==> src/rtl/cascaded_bcd_counter_if.sv <==
// Handshake-free control/status bundle for cascaded_bcd_counter.
// Scan outputs exist only when CASCADED_BCD_COUNTER_DIGIT_SCAN_EN is defined.
interface cascaded_bcd_counter_if #(
  parameter int DIGITS = 2
);
  logic                  enable;
  logic                  up;
  logic                  preset;
  logic [4*DIGITS-1:0]   presetVal;
  logic [4*DIGITS-1:0]   count;
  logic                  overflow;
  logic                  zero;
`ifdef CASCADED_BCD_COUNTER_DIGIT_SCAN_EN
  logic [3:0]            digit;
  logic [DIGITS-1:0]     digitSel;
`endif

`ifdef CASCADED_BCD_COUNTER_DIGIT_SCAN_EN
  modport master (
    output enable, up, preset, presetVal,
    input  count, overflow, zero, digit, digitSel
  );
  modport slave (
    input  enable, up, preset, presetVal,
    output count, overflow, zero, digit, digitSel
  );
`else
  modport master (
    output enable, up, preset, presetVal,
    input  count, overflow, zero
  );
  modport slave (
    input  enable, up, preset, presetVal,
    output count, overflow, zero
  );
`endif
endinterface

==> src/rtl/cascaded_bcd_counter.sv <==
// N-digit cascaded BCD up/down counter with clamped preset and one-cycle wrap flag.
// Define CASCADED_BCD_COUNTER_DIGIT_SCAN_EN to add a time-multiplexed digit scan output.
module cascaded_bcd_counter #(
  parameter int DIGITS   = 2,
  parameter int SCAN_DIV = 1000
) (
  input logic                    i_clk,
  input logic                    i_rst,
  cascaded_bcd_counter_if.slave  bus
);

  if (DIGITS < 1 || DIGITS > 8 || SCAN_DIV < 1) begin : g_badParam
    $error("cascaded_bcd_counter: invalid parameter value");
  end

  logic [DIGITS-1:0][3:0] r_count;
  logic                   r_overflow;
  logic [DIGITS-1:0][3:0] w_stepCount;
  logic [DIGITS-1:0][3:0] w_presetCount;
  logic [DIGITS:0]        w_chain;

  // w_chain[k] is high when every digit below k sits at its limit, so digit k moves.
  always_comb begin
    w_chain       = '0;
    w_chain[0]    = 1'b1;
    w_stepCount   = r_count;
    w_presetCount = '0;
    for (int k = 0; k < DIGITS; k++) begin
      w_presetCount[k] = (bus.presetVal[4*k +: 4] > 4'd9) ? 4'd9 : bus.presetVal[4*k +: 4];
      if (bus.up) begin
        w_chain[k+1] = w_chain[k] & (r_count[k] == 4'd9);
        if (w_chain[k]) begin
          w_stepCount[k] = (r_count[k] == 4'd9) ? 4'd0 : r_count[k] + 4'd1;
        end
      end else begin
        w_chain[k+1] = w_chain[k] & (r_count[k] == 4'd0);
        if (w_chain[k]) begin
          w_stepCount[k] = (r_count[k] == 4'd0) ? 4'd9 : r_count[k] - 4'd1;
        end
      end
    end
  end

  always_ff @(posedge i_clk) begin
    if (i_rst) begin
      r_count    <= '0;
      r_overflow <= 1'b0;
    end else if (bus.preset) begin
      r_count    <= w_presetCount;
      r_overflow <= 1'b0;
    end else if (bus.enable) begin
      r_count    <= w_stepCount;
      r_overflow <= w_chain[DIGITS];
    end else begin
      r_overflow <= 1'b0;
    end
  end

  assign bus.count    = r_count;
  assign bus.overflow = r_overflow;
  assign bus.zero     = (r_count == '0);

`ifdef CASCADED_BCD_COUNTER_DIGIT_SCAN_EN
  localparam int DIV_W = (SCAN_DIV > 1) ? $clog2(SCAN_DIV) : 1;
  localparam int IDX_W = (DIGITS > 1) ? $clog2(DIGITS) : 1;

  logic [DIV_W-1:0] r_div;
  logic [IDX_W-1:0] r_idx;
  logic [DIGITS-1:0] w_digitSel;

  // Scan runs free of preset/enable so the display refresh rate never stalls.
  always_ff @(posedge i_clk) begin
    if (i_rst) begin
      r_div <= '0;
      r_idx <= '0;
    end else if (r_div == DIV_W'(SCAN_DIV - 1)) begin
      r_div <= '0;
      r_idx <= (r_idx == IDX_W'(DIGITS - 1)) ? '0 : r_idx + 1'b1;
    end else begin
      r_div <= r_div + 1'b1;
    end
  end

  always_comb begin
    w_digitSel        = '0;
    w_digitSel[r_idx] = 1'b1;
  end

  assign bus.digitSel = w_digitSel;
  assign bus.digit    = r_count[r_idx];
`endif

endmodule

==> src/flat_wrapper.sv <==
// flat-port wrapper written by rule: the top's interface ports become plain ports
module cascaded_bcd_counter_flat 
#(
  parameter int DIGITS   = 2,
  parameter int SCAN_DIV = 1000
)
  (i_clk, i_rst, bus_enable, bus_up, bus_preset, bus_presetVal, bus_count, bus_overflow, bus_zero);
  cascaded_bcd_counter_if #(.DIGITS(DIGITS)) bus_i ();
  input logic i_clk;
  input logic i_rst;
  input wire logic [$bits(bus_i.enable)-1:0] bus_enable;
  input wire logic [$bits(bus_i.up)-1:0] bus_up;
  input wire logic [$bits(bus_i.preset)-1:0] bus_preset;
  input wire logic [$bits(bus_i.presetVal)-1:0] bus_presetVal;
  output wire logic [$bits(bus_i.count)-1:0] bus_count;
  output wire logic [$bits(bus_i.overflow)-1:0] bus_overflow;
  output wire logic [$bits(bus_i.zero)-1:0] bus_zero;
  assign bus_i.enable = bus_enable;
  assign bus_i.up = bus_up;
  assign bus_i.preset = bus_preset;
  assign bus_i.presetVal = bus_presetVal;
  assign bus_count = bus_i.count;
  assign bus_overflow = bus_i.overflow;
  assign bus_zero = bus_i.zero;
  cascaded_bcd_counter #(.DIGITS(DIGITS), .SCAN_DIV(SCAN_DIV)) u_core (.i_clk(i_clk), .i_rst(i_rst), .bus(bus_i));
endmodule
==> config.mk <==
export PLATFORM = sky130hd
export DESIGN_NAME = cascaded_bcd_counter_flat
export DESIGN_NICKNAME = d
export VERILOG_FILES = /design/src/rtl/cascaded_bcd_counter_if.sv /design/src/rtl/cascaded_bcd_counter.sv /design/src/flat_wrapper.sv
export SDC_FILE = /design/constraint.sdc
export NUM_CORES = 1
export LEC_CHECK = 0
export ABC_AREA = 1
export CAP_MARGIN = 10
export CORE_MARGIN = 2
export CORE_UTILIZATION = 36
export CTS_CLUSTER_SIZE = 16
export DETAILED_ROUTE_END_ITERATION = 7
export GPL_ROUTABILITY_DRIVEN = 0
export PLACE_DENSITY = 0.66
export SYNTH_ARGS = -nofsm -noshare
export SYNTH_HDL_FRONTEND = slang
export SYNTH_SLANG_ARGS = --single-unit
==> constraint.sdc <==
create_clock -name i_clk -period 2.3 [get_ports i_clk]
set_input_delay 0.46 -clock i_clk [delete_from_list [all_inputs] [get_ports i_clk]]
set_output_delay 0.46 -clock i_clk [all_outputs]
set_load 0.005 [all_outputs]
==> impl_metrics.env <==
export IMPL_status="completed"
export IMPL_grt_start_max_net_pins=14
export IMPL_start_kind="flop"
export IMPL_final_hold_violation_count=0
export IMPL_ios=23
export IMPL_busiest_layer="met2"
export IMPL_crit_fanout=8
export IMPL_setup_ws_ns=0.274
export IMPL_die_h_microns=51.0
export IMPL_cp_end_kind="output pin"
export IMPL_cts_htree_levels=1
export IMPL_avgSynthCellArea_sq_um=5.63
export IMPL_skew_ns=0.000770
export IMPL_ff_latch_area_sq_um=180
export IMPL_rsz0062_at_grt="no"
export IMPL_setup_violations=0
export IMPL_arrival_ns=1.57
export IMPL_power_density_nw_per_um2=470
export IMPL_drc=0
export IMPL_post_cts_setup_buffers=0
export IMPL_ys_ff_latch=9
export IMPL_place_hpwl_microns=1580
export IMPL_ctsHoldBuffers=0
export IMPL_synth_warnings=0
export IMPL_critPathLaunch="u_core.bus.count[5]"
export IMPL_synth_seq_area_share=0.227
export IMPL_grt_pass1_vias=835
export IMPL_r2r_start="u_core.bus.count[3]"
export IMPL_area_growth_pct=34.2
export IMPL_grtUsageTotal=0.167
export IMPL_grt_ovfl_total=0
export IMPL_multiInputGateArea_sq_um=526
export IMPL_path_class="reg2out"
export IMPL_hold_path_class="reg2reg"
export IMPL_coreArea_sq_um=2150
export IMPL_r2r_end="u_core.bus.count[5]"
export IMPL_yosysUniqueCellTypes=24
export IMPL_max_freq_mhz=494
export IMPL_clkTransAtPathRegs_ns=0.06
export IMPL_yosysTopAreaCellShare=0.227
export IMPL_start_util=0.370
export IMPL_dominantRegCellSynth="dfxtp_1"
export IMPL_synth_cell_area_sq_um=795
export IMPL_cts_sinks=9
export IMPL_crit_end="bus_zero"
export IMPL_fin_crit_ns=2.03
export IMPL_setup_tns_ns=0
export IMPL_num_rows=17
export IMPL_drive_gt1_frac=0.127
export IMPL_use_met3=0.0175
export IMPL_first_pass_iters=4
export IMPL_synthCells=141
export IMPL_detail_route_antenna_nets=0
export IMPL_wirelength_microns=1960
export IMPL_clock_latency_ns=0.26
export IMPL_postCtsResizedCells=0
export IMPL_numCtsBuffers=3
export IMPL_grt_pass1_wl_microns=3380
export IMPL_cts_path_max_buffers=2
export IMPL_diodes=0
export IMPL_cap_violations=0
export IMPL_slew_headroom=0.713
export IMPL_crit_required_ns=1.84
export IMPL_gr_usage_met1=0.232
export IMPL_ir_drop_v=0.000298
export IMPL_die_w_microns=51.0
export IMPL_synth_top_cell_by_area="dfxtp_1"
export IMPL_port_buffers=22
export IMPL_ys_async_sr_fraction=0
export IMPL_power_leakage_nw=0.503
export IMPL_die_area_sq_um=2600
export IMPL_filler_cell_count=233
export IMPL_final_nets=179
export IMPL_tightestPinTransition_ns=0.429
export IMPL_pre_cts_ws_ns=0.407
export IMPL_grt_met2_usage=0.255
export IMPL_yosysMostFrequentCell="nand2_1"
export IMPL_yosys_top_cells_area="dfxtp_1, nand2_1, nor2_1"
export IMPL_vias=940
export IMPL_synth_common_cells="nand2_1, nor2_1, inv_1"
export IMPL_root_buffer="clkbuf_4"
export IMPL_reg2reg_slack_ns=0.98
export IMPL_post_drt_wl_per_cell_microns=10.1
export IMPL_synth_edf_count=0
export IMPL_antenna_found_initial=0
export IMPL_drtIter0Drc=29
export IMPL_viasPerCell=4.87
export IMPL_r2r_cells=9
export IMPL_drv_slew=0
export IMPL_syn_nets=154
export IMPL_timing_final_crit_share=0.881
export IMPL_cts_tree="yes"
[metal layers]
metal  vias up  part of all wire
li1        494                 -
met1       419              0.49
met2        25              0.45
met3         2             0.043
met4         0             0.013
met5         -                 0
[flip-flops by register name (all words and copies together), names as in the netlist]
signal,count
u_core.bus.overflow,1
u_core.bus.count,8
[how the worst min path moves through the flow]
stage                                    from                   to  slack, ns  depth (start not counted)
after CTS                 u_core.bus.count[6]  u_core.bus.count[6]       0.62                          2
after detailed placement  u_core.bus.count[6]  u_core.bus.count[6]       0.62                          2
final                     u_core.bus.count[6]  u_core.bus.count[6]       0.63                          2
after floorplan                         i_rst  u_core.bus.count[4]       0.52                          1
after global placement    u_core.bus.count[6]  u_core.bus.count[6]       0.61                          2
after global routing      u_core.bus.count[5]  u_core.bus.count[5]       0.70                          2
[power by group]
group	switching, mW	total, mW	internal [mW]
Combinational	0.0959	0.185	0.0895
Clock	0.0577	0.125	0.0670
Sequential	0.0231	0.191	0.168
Total	0.177	0.501	0.324
[area by class of cell]
type,count,area share
inverter,19,0.0669
sequential,9,0.169
clock buffer,4,0.0246
timing repair buffer,23,0.214
multi-input combinational,110,0.493
tap,28,0.0329
[kinds of logic after synthesis]
group	share of synthesized area
AOI/OAI and AO/OA	0.159
buffers and inverters	0.112
and+or+nand+nor	0.502
DFF	0.227
[critical path, cell delays in order (launching register included)]
cell	delay, ns
dfxtp_1	0.39
nor2_4	0.16
nand3_1	0.14
nor2_1	0.11
clkdlybuf4s50_1	0.50
[metrics by stage]
step	hold slack, ns	std cells	utilization	total power, mW	area (sq um)
floorplan	0.522	141	-	0.305	795
global placement	0.612	189	0.484	0.378	1040
detailed placement	0.616	189	0.484	0.380	1040
CTS	0.625	193	0.496	0.505	1070
global route	0.703	193	0.496	0.545	1070
finish	0.631	193	0.496	0.501	1070
[placed cells by master, fill, tap and decap left out]
master and n:
nand2_4 1, a21oi_2 2, nand2_2 4, nand3_2 1, inv_1 15, nor2_1 17
clkbuf_1 1, nand4_1 1, a22oi_1 1, clkinv_1 1, a31oi_1 2, nand3_1 12
nor2_2 4, clkdlybuf4s50_1 22, o221ai_1 1, a21oi_1 6, nor2_4 2, o21ai_1 1
clkbuf_4 3, nand2_1 45, dfxtp_1 9, and3_1 1, inv_2 3, buf_4 1
o21ai_0 9
(Power assumes the default switching activity.)
